[src/rtl/siren_pkg.sv]
// Shared types and defaults for the siren detector.
// The FSM state enum, the 18-bit period type and the default
// acceptance window and timeout live here.
package siren_pkg;

  localparam int PERIOD_W = 18;

  typedef logic [PERIOD_W-1:0] period_t;

  typedef enum logic [1:0] {
    IDLE    = 2'd0,
    ACQUIRE = 2'd1,
    LOCKED  = 2'd2
  } state_t;

  // Default half-period window, in clock cycles (both ends accepted).
  localparam period_t DEF_MIN_HALF = 18'd65000;
  localparam period_t DEF_MAX_HALF = 18'd131072;

  // Cycles without an edge before an acquisition or lock is abandoned.
  localparam period_t DEF_TIMEOUT  = 18'd262143;

  // Consecutive in-window half-periods needed to declare a siren.
  localparam logic [3:0] DEF_LOCK_COUNT = 4'd8;

  // Saturation value of the interval counter.
  localparam period_t PERIOD_MAX = {PERIOD_W{1'b1}};

  // Inclusive window test used on every captured interval.
  function automatic logic in_window(input period_t v,
                                     input period_t lo,
                                     input period_t hi);
    return (v >= lo) && (v <= hi);
  endfunction

endpackage

[src/rtl/siren_detector_sync_edge.sv]
// sync_edge: brings the asynchronous tone line into the clock domain
// through two flops, keeps a delayed copy, and emits a registered
// one-cycle strobe whenever the synchronized level changes.
// A tone_in transition shows up on o_edge three clocks later.
module sync_edge (
  input  logic i_clk,
  input  logic i_rst,
  input  logic i_async,
  output logic o_edge
);

  logic r_sync1;
  logic r_sync2;
  logic r_dly;
  logic r_edge;
  logic w_change;

  // Level change between the synchronized sample and its delayed copy.
  assign w_change = r_sync2 ^ r_dly;

  // Two-flop synchronizer, delay flop and registered edge strobe.
  always_ff @(posedge i_clk or posedge i_rst) begin
    if (i_rst) begin
      r_sync1 <= 1'b0;
      r_sync2 <= 1'b0;
      r_dly   <= 1'b0;
      r_edge  <= 1'b0;
    end else begin
      r_sync1 <= i_async;
      r_sync2 <= r_sync1;
      r_dly   <= r_sync2;
      r_edge  <= w_change;
    end
  end

  assign o_edge = r_edge;

endmodule

[src/rtl/siren_detector.sv]
// siren_detector: measures edge-to-edge intervals of a square-wave tone
// and declares a siren once LOCK_COUNT consecutive half-periods fall
// inside [MIN_HALF, MAX_HALF]. Silence for TIMEOUT cycles drops back to
// IDLE.
//
// Optional build macro SIREN_SWEEP_CHECK_EN: while locked, 32 identical
// consecutive captures (a constant tone rather than a sweeping siren)
// force a return to ACQUIRE. Without the macro a steady in-window tone
// stays locked indefinitely.
//
// Output handshake: period_valid is a one-cycle valid strobe with no
// ready/backpressure; half_period is stable from that strobe until the
// next one, so a consumer must sample it on the strobe or later.
// o_dbg_state exposes the FSM state for observation.
module siren_detector
  import siren_pkg::*;
#(
  parameter period_t    MIN_HALF   = DEF_MIN_HALF,
  parameter period_t    MAX_HALF   = DEF_MAX_HALF,
  parameter period_t    TIMEOUT    = DEF_TIMEOUT,
  parameter logic [3:0] LOCK_COUNT = DEF_LOCK_COUNT
) (
  input  logic                clock,
  input  logic                reset,
  input  logic                tone_in,
  output logic                siren_detected,
  output logic [PERIOD_W-1:0] half_period,
  output logic                period_valid,
  output state_t              o_dbg_state
);

  logic       w_edge;
  logic       w_in_window;
  logic       w_timeout;
  logic       w_capture;
  logic       w_sweep_drop;

  state_t     r_state;
  state_t     w_state_next;
  logic [3:0] r_good;
  logic [3:0] w_good_next;
  logic [3:0] w_good_inc;
  period_t    r_count;
  period_t    r_half_period;
  logic       r_period_valid;
  logic       r_siren;

  sync_edge u_sync_edge (
    .i_clk   (clock),
    .i_rst   (reset),
    .i_async (tone_in),
    .o_edge  (w_edge)
  );

  // The counter holds the interval since the previous edge at the
  // moment the edge strobe is seen, so it is the measurement itself.
  assign w_in_window = in_window(r_count, MIN_HALF, MAX_HALF);
  assign w_timeout   = (r_count == TIMEOUT);
  assign w_good_inc  = r_good + 4'd1;

`ifdef SIREN_SWEEP_CHECK_EN
  localparam logic [5:0] SWEEP_RUN = 6'd32;

  logic [5:0] r_run;
  logic [5:0] w_run_next;

  // Run length of identical captures seen while locked.
  always_comb begin
    w_run_next   = r_run;
    w_sweep_drop = 1'b0;
    if ((r_state == LOCKED) && w_edge && w_in_window) begin
      if ((r_run != 6'd0) && (r_count == r_half_period)) begin
        w_run_next = r_run + 6'd1;
      end else begin
        w_run_next = 6'd1;
      end
      if (w_run_next == SWEEP_RUN) begin
        w_sweep_drop = 1'b1;
      end
    end
  end

  // Run length only survives while the FSM stays locked.
  always_ff @(posedge clock or posedge reset) begin
    if (reset) begin
      r_run <= 6'd0;
    end else if (w_state_next == LOCKED) begin
      r_run <= w_run_next;
    end else begin
      r_run <= 6'd0;
    end
  end
`else
  assign w_sweep_drop = 1'b0;
`endif

  // Next-state and good-count logic; an edge takes priority over timeout.
  always_comb begin
    w_state_next = r_state;
    w_good_next  = r_good;
    w_capture    = 1'b0;
    unique case (r_state)
      IDLE: begin
        // First edge only starts the interval; nothing is measured yet.
        if (w_edge) begin
          w_state_next = ACQUIRE;
          w_good_next  = 4'd0;
        end
      end
      ACQUIRE: begin
        if (w_edge) begin
          w_capture = 1'b1;
          if (w_in_window) begin
            w_good_next = w_good_inc;
            if (w_good_inc >= LOCK_COUNT) begin
              w_state_next = LOCKED;
            end
          end else begin
            w_good_next = 4'd0;
          end
        end else if (w_timeout) begin
          w_state_next = IDLE;
          w_good_next  = 4'd0;
        end
      end
      LOCKED: begin
        if (w_edge) begin
          w_capture = 1'b1;
          if (!w_in_window || w_sweep_drop) begin
            w_state_next = ACQUIRE;
            w_good_next  = 4'd0;
          end
        end else if (w_timeout) begin
          w_state_next = IDLE;
          w_good_next  = 4'd0;
        end
      end
      default: begin
        w_state_next = IDLE;
        w_good_next  = 4'd0;
      end
    endcase
  end

  // FSM state and good counter registers.
  always_ff @(posedge clock or posedge reset) begin
    if (reset) begin
      r_state <= IDLE;
      r_good  <= 4'd0;
    end else begin
      r_state <= w_state_next;
      r_good  <= w_good_next;
    end
  end

  // Interval counter: restarts at 1 on an edge, otherwise saturates.
  always_ff @(posedge clock or posedge reset) begin
    if (reset) begin
      r_count <= '0;
    end else if (w_edge) begin
      r_count <= period_t'(1);
    end else if (r_count != PERIOD_MAX) begin
      r_count <= r_count + period_t'(1);
    end
  end

  // Capture of the measured half-period and its valid strobe.
  always_ff @(posedge clock or posedge reset) begin
    if (reset) begin
      r_half_period  <= '0;
      r_period_valid <= 1'b0;
    end else begin
      r_period_valid <= w_capture;
      if (w_capture) begin
        r_half_period <= r_count;
      end
    end
  end

  // Registered detection flag follows the state one clock later.
  always_ff @(posedge clock or posedge reset) begin
    if (reset) begin
      r_siren <= 1'b0;
    end else begin
      r_siren <= (r_state == LOCKED);
    end
  end

  assign siren_detected = r_siren;
  assign half_period    = r_half_period;
  assign period_valid   = r_period_valid;
  assign o_dbg_state    = r_state;

endmodule

[config.mk]
export PLATFORM = sky130hd
export DESIGN_NAME = siren_detector
export DESIGN_NICKNAME = d
export VERILOG_FILES = /design/src/rtl/siren_pkg.sv /design/src/rtl/siren_detector_sync_edge.sv /design/src/rtl/siren_detector.sv
export SDC_FILE = /design/constraint.sdc
export NUM_CORES = 1
export LEC_CHECK = 0
export ABC_CLOCK_PERIOD_IN_PS = 2000
export BUFFER_PORTS_ARGS = -buffer_cell sky130_fd_sc_hd__buf_2
export CORE_MARGIN = 2
export CORE_UTILIZATION = 52
export DETAILED_ROUTE_END_ITERATION = 8
export PLACE_DENSITY = 0.76
export RECOVER_POWER = 100
export SLEW_MARGIN = 20
export SYNTH_ARGS = -nofsm -noshare
export SYNTH_HDL_FRONTEND = slang
export SYNTH_SLANG_ARGS = --single-unit
[constraint.sdc]
create_clock -name clock -period 2 [get_ports clock]
set_input_delay 0.4 -clock clock [delete_from_list [all_inputs] [get_ports clock]]
set_output_delay 0.4 -clock clock [all_outputs]
set_load 0.05 [all_outputs]
==> results.yml <==
status:
  outcome: "complete, but fails checks"
  violations: "negative setup slack"
timing:
  drv_slew: 0
  setup_viol: 6
  fin_skew_ns: 0.00366
  max_slew_margin_pct: 34.8
  rsz0062_at_grt: "true"
  tightest_slew_ns: 0.978
  final_hold_viol_count: 0
  fmax_ghz: 0.478
  period_minus_slack_ns: 2.09
  whs_ns: 0.174
  min_period_over_period_pct: 105
  layout_setup_ws_ns: -0.0938
layout:
  areaGrowthSynthToFinish_pct: 26.0
  fin_area_um2: 2910
  drive_gt1_share_pct: 30.2
  fin_cells: 317
  diodes: 0
  num-nets-final: 274
place:
  port_buffers: 24
  hpwl_um: 3510
  placed_area_um2: 2700
  dp_cells: 304
  gp_congestion: 0.878
  dp_worst_setup_slack_ns: -0.144
routing:
  viasPerCell: 5.62
  wl_per_cell_um: 15.8
  vias: 1780
  drt-initial-drc-count: 97
  wl_um: 5020
  ant_nets: 0
  dr.pass1.iters: 4
  drc: 0
critical_path:
  r2r-start: "r_count[2]"
  ff2ff_path_depth: 6
  cp.arrival_ns: 2.31
  critPathMaxFanout: 2
  ff2ff_setup_slack_ns: -0.09
  worstSetupPathType: "flip-flop to flip-flop"
  worst-endpoint-required_ns: 2.22
  cpPeakStageDelay_ns: 0.41
  slowest_stage: "dfrtp_1"
  reg2reg_to: "o_dbg_state[1]"
  cp-start-kind: "flip-flop"
  end_kind: "flip-flop"
  path_cells: "nor4_4 -> nand4_1 -> o41a_1 -> or3_1 -> a21oi_2 -> mux2i_1"
pwr:
  power_leakage_nw: 1.37
  ir_worst_vdd_mv: 0.517
  internal_power_w: 0.00180
  power_frac_seq_pct: 40.0
  p_clk_share_pct: 27.0
  p_comb_share_pct: 32.9
  pwr_density_cell_nw_per_um2: 957
  switching_share_pct: 35.4
  switchingPower_w: 0.000987
clock_tree:
  root_buffer: "clkbuf_8"
  cts-htree-levels: 2
  clockBufferDepth: 2
  clk_pin_slew_ns: 0.09
  clock-sinks: 48
  numCtsBuffers: 5
  cts_tree: "done"
  insertion_delay_ns: 0.30
floorplan:
  io_pins: 25
  die_x_um: 70.7
  die_area_um2: 5000
  initial_core_util_pct: 53.5
  core-area_um2: 4320
  rows: 24
  chipHeight_um: 70.7
min_path:
  min_path_type: "input port to async pin"
global_route:
  antenna_found_initial: 0
  grt.overflow.total: 0
  grt_pass1_wl_um: 8490
  grt_start_max_net_pins: 19
  grt_pass1_vias: 1755
  grt_use_total_pct: 21.6
yosys:
  synth_area_leaders: "dfrtp_1 (52%), mux2_2 (7.8%), ha_1 (3.8%)"
  yosysWarnings: 0
  synth.distinct_cells: 47
  syn_nets: 216
  synth_edf_count: 0
  avgSynthCellArea_um2: 11.2
  ys_ff_latch: 48
  ys.flop_type: "dfrtp_1"
  synthArstFlopShare_pct: 100
  seq_area_frac_synth_pct: 51.9
  syn_inst: 206
  synth_area_um2: 2310
  yosys.area.top_type: "dfrtp_1"
  synth_top_area_share_pct: 51.9
job:
  cap_violations: 0
[cells in the mapped netlist, types with 2 or more instances]
| library cell | instances |
|---|---|
| dfrtp_1 | 48 |
| nor2_1 | 18 |
| mux2_2 | 16 |
| nand2_1 | 13 |
| inv_1 | 10 |
| nand3_1 | 10 |
| xnor2_1 | 9 |
| ha_1 | 7 |
| xor2_1 | 7 |
| nor3_1 | 6 |
| clkbuf_1 | 4 |
| nand4_1 | 4 |
| nor4_1 | 4 |
| o21ai_0 | 4 |
| a31oi_1 | 3 |
| and3_1 | 3 |
| a211oi_1 | 2 |
| a21o_1 | 2 |
| a21oi_1 | 2 |
| a32o_1 | 2 |
| buf_1 | 2 |
| buf_2 | 2 |
| mux2i_1 | 2 |
| nor4b_1 | 2 |
| or2_2 | 2 |
[kinds of logic (layout without fill, tap and decap cells)]
logic type,Yosys count,in the layout,synth area share [%]
compound gates,25,25,8.28
xor+xnor,16,16,6.06
fa+ha+maj,7,7,3.79
buf+inv,19,78,3.25
flops,48,48,51.9
mux,18,18,8.66
simple gates,73,73,18.0
[critical path: cells and delay by family (launching register included)]
family | cells | cell delay, ns
compound gates | 2 | 0.59
flops | 1 | 0.41
simple gates | 3 | 0.82
mux | 1 | 0.20
[power by group through the flow]
stage	registers [W]	clock network (W)	logic [W]
CTS	0.00111	0.000772	0.000933
global route	0.00113	0.000813	0.00100
floorplan	0.00136	0	0.000432
finish	0.00112	0.000754	0.000918
global placement	0.00113	0	0.000875
detailed placement	0.00113	0	0.000887
[state kept, by name, indices dropped and copies added (netlist names)]
register / flops
half_period: 18
r_count: 18
r_good: 4
o_dbg_state: 2
period_valid: 1
siren_detected: 1
u_sync_edge.o_edge: 1
u_sync_edge.r_dly: 1
u_sync_edge.r_sync1: 1
u_sync_edge.r_sync2: 1
[worst max path at each step]
stage,start,end,slack [ns],cells after the start
finish,r_count[2],o_dbg_state[1],-0.09,6
global route,r_count[9],o_dbg_state[0],-0.20,6
CTS,r_count[2],o_dbg_state[1],-0.1,6
detailed placement,r_count[0],r_good[3],-0.14,7
global placement,r_count[8],o_dbg_state[0],0.02,6
floorplan,r_count[10],o_dbg_state[0],0.04,6
[routing by layer]
| metal | part of all wire [%] | global-route usage, % |
|---|---|---|
| met1 | 46 | 30.9 |
| met5 | 0 | 0 |
| met3 | 5.4 | 4.70 |
| met2 | 48 | 33.3 |
| met4 | 0.92 | 6.29 |
[area by class of cell]
| type | instances | area [um2] |
|---|---|---|
| multi-input cells | 139 | 1120 |
| clock inverters | 1 | 30.0 |
| fillers | 343 | 1410 |
| clock buffers | 7 | 96.3 |
| flip-flops and latches | 48 | 1210 |
| inverters | 10 | 37.5 |
| repair buffers | 60 | 355 |
| well taps | 52 | 65.1 |
[cells in the final DEF, fill, tap and decap left out, types with 2 or more instances in the layout]
cell and count:
nor4_2 2, mux2i_1 2, mux2_2 16, a32o_1 2, nand3_1 9, buf_4 32, a31oi_1 3, nor4_1 2
xor2_1 7, dfrtp_1 44, ha_1 7, clkbuf_1 25, and3_1 2, inv_1 10, dfrtp_2 4, xnor2_1 9
a21oi_1 2, clkbuf_8 7, or2_2 2, nand2_1 13, nor2_1 18, buf_2 2, a21o_1 2, o21ai_0 4
nor3_1 5, nand4_1 4, nor4_4 2, nor4b_4 2
[stage by stage]
| step | utilization, % | power (W) | TNS [ns] |
|---|---|---|---|
| after floorplan | - | 0.00179 | 0 |
| after global placement | 62.3 | 0.00200 | 0 |
| after detailed placement | 62.3 | 0.00202 | -0.774 |
| after CTS | 66.3 | 0.00282 | -0.354 |
| after global routing | 67.4 | 0.00295 | -0.975 |
| final | 67.4 | 0.00279 | -0.378 |
[repair_timing]
action	in CTS	in global routing
hold buffers	0	0
buffers inserted	3	2
resized for setup	3	13
pin swaps	4	6
cloned	0	0
endpoints found under the setup margin	6	14
No activity file was read; power rests on OpenSTA's default activity.
